--- src/rtl/icache_dm.sv ---
// rtl/icache_dm.sv - direct-mapped read-only instruction cache with word-per-beat line refill
module icache_dm #(
  parameter int          NUM_LINES      = 16,
  parameter int          WORDS_PER_LINE = 4,
  parameter logic [31:0] NOP            = 32'h00000013
) (
  input  logic        clk,
  input  logic        rst,
  input  logic        addr_ready,
  input  logic [31:0] addr,
  output logic        cache_ack,
  output logic [31:0] inst,
  input  logic        flush,
  output logic        mem_req,
  output logic [31:0] mem_addr,
  input  logic        mem_ack,
  input  logic [31:0] mem_rdata
);

  localparam int OFF_W   = $clog2(WORDS_PER_LINE);
  localparam int IDX_W   = $clog2(NUM_LINES);
  localparam int TAG_LSB = 2 + OFF_W + IDX_W;
  localparam int TAG_W   = 32 - TAG_LSB;
  localparam int WORDS   = NUM_LINES * WORDS_PER_LINE;

  localparam logic [OFF_W-1:0] LAST_BEAT = OFF_W'(WORDS_PER_LINE - 1);

  typedef enum logic [1:0] {
    S_IDLE    = 2'd0,
    S_REFILL  = 2'd1,
    S_RESPOND = 2'd2
  } state_t;

  // Cache storage; only the valid bits carry reset state
  logic [NUM_LINES-1:0] r_valid;
  logic [TAG_W-1:0]     r_tag  [NUM_LINES];
  logic [31:0]          r_data [WORDS];

  // Control state and registered outputs
  state_t               r_state;
  logic [TAG_W-1:0]     r_req_tag;
  logic [IDX_W-1:0]     r_req_idx;
  logic [OFF_W-1:0]     r_req_off;
  logic [OFF_W-1:0]     r_beat;
  logic                 r_flush_seen;
  logic                 r_ack;
  logic [31:0]          r_inst;
  logic                 r_mem_req;
  logic [31:0]          r_mem_addr;

  // Lookup fields of the incoming fetch address
  logic [TAG_W-1:0]     w_in_tag;
  logic [IDX_W-1:0]     w_in_idx;
  logic [OFF_W-1:0]     w_in_off;
  logic                 w_hit;
  logic [31:0]          w_hit_word;

  // Refill datapath
  logic                 w_fill_we;
  logic                 w_last_beat;
  logic [OFF_W-1:0]     w_next_beat;
  logic [31:0]          w_fill_word;
  logic                 w_unused_addr;

  assign w_in_tag   = addr[31:TAG_LSB];
  assign w_in_idx   = addr[TAG_LSB-1:OFF_W+2];
  assign w_in_off   = addr[OFF_W+1:2];

  // Byte-lane bits of the fetch address play no part in the lookup
  assign w_unused_addr = &{1'b0, addr[1:0]};

  // Lookup uses the valid bits as they stand before any same-cycle flush
  assign w_hit      = r_valid[w_in_idx] && (r_tag[w_in_idx] == w_in_tag);
  assign w_hit_word = r_data[{w_in_idx, w_in_off}];

  assign w_fill_we   = (r_state == S_REFILL) && mem_ack && !rst;
  assign w_last_beat = (r_beat == LAST_BEAT);
  assign w_next_beat = r_beat + OFF_W'(1);

  // The requested word either arrived in an earlier beat or is on mem_rdata right now
  assign w_fill_word = (r_req_off == r_beat) ? mem_rdata : r_data[{r_req_idx, r_req_off}];

  assign cache_ack = r_ack;
  assign inst      = r_inst;
  assign mem_req   = r_mem_req;
  assign mem_addr  = r_mem_addr;

  // Data and tag arrays: written only by refill beats, never reset
  always_ff @(posedge clk) begin
    if (w_fill_we) begin
      r_data[{r_req_idx, r_beat}] <= mem_rdata;
      if (w_last_beat) begin
        r_tag[r_req_idx] <= r_req_tag;
      end
    end
  end

  // Control FSM with registered ack/inst/memory-request outputs and valid-bit upkeep
  always_ff @(posedge clk) begin
    if (rst) begin
      r_state      <= S_IDLE;
      r_valid      <= '0;
      r_req_tag    <= '0;
      r_req_idx    <= '0;
      r_req_off    <= '0;
      r_beat       <= '0;
      r_flush_seen <= 1'b0;
      r_ack        <= 1'b0;
      r_inst       <= NOP;
      r_mem_req    <= 1'b0;
      r_mem_addr   <= '0;
    end else begin
      r_ack <= 1'b0;
      case (r_state)
        S_IDLE: begin
          if (addr_ready) begin
            r_req_tag <= w_in_tag;
            r_req_idx <= w_in_idx;
            r_req_off <= w_in_off;
            if (w_hit) begin
              r_ack  <= 1'b1;
              r_inst <= w_hit_word;
            end else begin
              r_state      <= S_REFILL;
              r_mem_req    <= 1'b1;
              r_mem_addr   <= {w_in_tag, w_in_idx, {OFF_W{1'b0}}, 2'b00};
              r_beat       <= '0;
              r_flush_seen <= 1'b0;
            end
          end
        end
        S_REFILL: begin
          if (flush) begin
            r_flush_seen <= 1'b1;
          end
          if (mem_ack) begin
            r_beat     <= w_next_beat;
            r_mem_addr <= {r_req_tag, r_req_idx, w_next_beat, 2'b00};
            if (w_last_beat) begin
              r_mem_req          <= 1'b0;
              r_ack              <= 1'b1;
              r_inst             <= w_fill_word;
              r_state            <= S_RESPOND;
              r_valid[r_req_idx] <= !(r_flush_seen || flush);
            end
          end
        end
        S_RESPOND: begin
          r_state <= S_IDLE;
        end
        default: begin
          r_state <= S_IDLE;
        end
      endcase
      // A flush wipes every line, overriding a valid set in the same cycle
      if (flush) begin
        r_valid <= '0;
      end
    end
  end

endmodule

--- config.mk ---
export PLATFORM = sky130hd
export DESIGN_NAME = icache_dm
export DESIGN_NICKNAME = d
export VERILOG_FILES = /design/src/rtl/icache_dm.sv
export SDC_FILE = /design/constraint.sdc
export NUM_CORES = 2
export LEC_CHECK = 0
export CAP_MARGIN = 15
export CORE_UTILIZATION = 37
export CTS_CLUSTER_DIAMETER = 40
export DETAILED_ROUTE_END_ITERATION = 16
export SYNTH_ARGS = -nofsm -noshare
export SYNTH_HDL_FRONTEND = slang
export SYNTH_SLANG_ARGS = --single-unit
--- constraint.sdc ---
create_clock -name clk -period 4 [get_ports clk]
set_clock_uncertainty 0.2 [all_clocks]
set_input_delay 0.4 -clock clk [delete_from_list [all_inputs] [get_ports clk]]
set_output_delay 0.4 -clock clk [all_outputs]
set_load 0.03 [all_outputs]
==> metrics.yaml <==
synth_simple_gate_area_share_pct: 2.467
synth_cells: 5520
fmax_mhz: 254.0
place_inst: 9821
fillers: 25460
critPathKind: "reg2reg"
grt_usage_pct: 24.41
drt-total-wl_um: 383300
synth_compound_area_share_pct: 2.657
drv_cap: 0
hold_class: "in2reg"
grt_start_max_net_pins: 70
io_pins: 135
cp-end-kind: "register"
rows: 203
finalCriticalPeriod_ns: 3.938
drive_above_1_share_pct: 40.93
synth_top_family_by_area: "multiplexers"
setup_viol: 0
die_w_um: 558.6
cpPeakStageDelay_ns: 0.87
overflow: 0
clkTransAtPathRegs_ns: 0.06
viasPerCell: 6.282
vdd_drop_max_v: 0.0003742
postSynthAreaPerCell_um2: 20.76
async_flop_share_pct: 0
status: "complete, no violations"
path_buf_inv: 2
cts_root_buffer: "clkbuf_16"
hpwlAfterDp_um: 228000
start_kind: "register"
cp_top_family: "compound AO/OA/AOI/OAI gates"
hold_ws_ns: 0.07925
final_cells: 10610
vias: 66630
drc: 0
hold_viol: 0
synth_area_mm2: 0.1146
synth_edf_count: 2432
synth_mux_area_share_pct: 27.16
finalWorstSetupSlack_ns: 0.06233
yosysWarnings: 0
place_ws_ns: -0.1964
crit_slowest_cell: "a2111oi_0"
critPathArrivalTime_ns: 4.54
worst_pin_slew_ns: 1.261
htreeDepth: 5
grt_pass1_wl_um: 530100
finalCritPeriodShare_pct: 98.44
clockBufferDepth: 4
cts_tree: "built"
synthAdderAreaFrac_pct: 0.01092
nNetsFinal: 6232
relSlewSlack_pct: 15.92
utilization_pct: 45.61
die-height_um: 558.6
routabilityCongestion: 0.8698
synth.distinct_cells: 78
cts_inserted_buffers: 394
drt_pass1_iterations: 6
drtAntennaViolNets: 0
yosys_register_bits: 2551
start_util_pct: 37.32
finalPower_mw: 70.53
cp_common_cell: "a211oi_1"
rsz0062_at_grt: "no"
area.growth.synth_to_final_pct: 22.21
clkSinkCount: 2551
dr.first_iter.drc_count: 8962
io_buffers: 130
power_leakage_nw: 44.01
ys_seq_area_share_pct: 65.80
wl_per_cell_um: 36.14
path_cells: "buf_4 -> buf_12 -> mux4_2 -> nor2b_1 -> a211oi_1 -> a211oi_1 -> a2111oi_0 -> nand3_1 -> o21ai_0 -> a211oi_1"
cts_setup_buffers: 0
synth-xor-area-share_pct: 0.2140
finalMaxSlewViolations: 0
grt_pass1_vias: 67200
clkLatencyLatePin_ns: 0.96
antenna_found_initial: 21
cp_max_fo: 43
ys_dominant_reg_cell: "edfxtp_1"
die_area_mm2: 0.3120
p_per_area_mw_per_mm2: 503.6
required_ns: 4.60
core_mm2: 0.3071
layer usage:
layer | routed length [um] | part of all wire (%) | GRT usage [%] | up-vias
met5 | 26 | 0.0068 | 0 | -
met4 | 18220 | 4.8 | 10.33 | 4
met3 | 39470 | 10 | 5.203 | 834
met2 | 179800 | 47 | 38.37 | 4111
met1 | 145700 | 38 | 32.92 | 36170
li1 | - | - | - | 25510
sequential cells by signal, indices dropped and copies added, names as in the netlist, 2 cells and up, named ones only:
signal     count
mem_addr      29
inst          32
r_valid       16
r_tag        384
r_req_off      2
r_data      2048
r_state        2
r_req_tag     24
r_req_idx      4
synthesized netlist by cell type (30+ instances only):
cell type	count	share of area [%]
o211a_1	30	0.26
o21ai_0	53	0.23
nor2_1	127	0.42
nor3_1	41	0.18
mux2_2	34	0.33
nand4_1	30	0.16
mux4_2	1296	25
a22oi_1	48	0.31
buf_2	98	0.43
nor2b_1	50	0.27
nand3_1	31	0.14
or3_1	34	0.19
dfxtp_1	119	2.1
edfxtp_1	2432	64
mux2i_1	145	1.3
a21oi_1	132	0.58
buf_1	87	0.28
nand2_1	176	0.58
clkbuf_1	227	0.74
metrics by stage:
| step | cell area, um^2 | TNS (ns) |
|---|---|---|
| 2_1_floorplan | 114600 | 0 |
| 3_5_place_dp | 125500 | -3.508 |
| 3_3_place_gp | 125500 | -3.580 |
| 4_1_cts | 140100 | 0 |
| 6_report | 140100 | 0 |
| 5_1_grt | 140100 | 0 |
layout make-up:
| type | instances | area, um^2 | share of cell area (%) |
|---|---|---|---|
| Sequential cell | 2551 | 75430 | 53.85 |
| Multi-Input combinational cell | 2520 | 37910 | 27.07 |
| Clock buffer | 436 | 10180 | 7.271 |
| Timing Repair Buffer | 681 | 7396 | 5.280 |
| Tap cell | 4100 | 5130 | 3.662 |
| Clock inverter | 299 | 3949 | 2.819 |
| Inverter | 14 | 53.80 | 0.03841 |
| Antenna cell | 4 | 10.01 | 0.007146 |
power breakdown:
group	total, mW	switching (mW)	internal (mW)
clock network	36.3	13.4	22.9
logic	4.73	2.62	2.10
registers	29.5	0.174	29.3
total	70.5	16.2	54.3
logic make-up after synthesis:
family / count (synthesis)
mux: 1479
xor+xnor: 28
other cells: 1
buf+inv: 450
compound gates: 439
fa+ha+maj: 1
flops: 2551
simple gates: 571
what timing repair did:
action	in CTS	in global routing
hold endpoints to repair	1700	0
gates resized for setup	0	0
hold buffers	45	0
setup endpoints to repair	0	0
final timing paths:
check	startpoint	end	slack [ns]	cells after the start
max	register	inst[26]	0.06	10
min	mem_rdata[4]	r_data[51][4]	0.08	2
max reg2reg	register	inst[26]	0.06	10
min reg2reg	r_valid[1]	r_valid[1]	0.28	2
placed cells by master (no fill, tap or decap), types with 53 or more instances in the layout:
cell	Yosys	routed
mux4_2	1296	1296
edfxtp_1	2432	2432
buf_12	0	159
clkdlybuf4s50_1	0	91
nand2_1	176	175
bufinv_16	0	65
clkinvlp_4	0	53
o21ai_0	53	53
clkbuf_16	0	400
buf_4	14	349
dfxtp_1	119	113
nor2_4	0	82
a21oi_1	132	132
mux2i_1	145	145
Note: power is estimated with default switching activity, not from simulation.
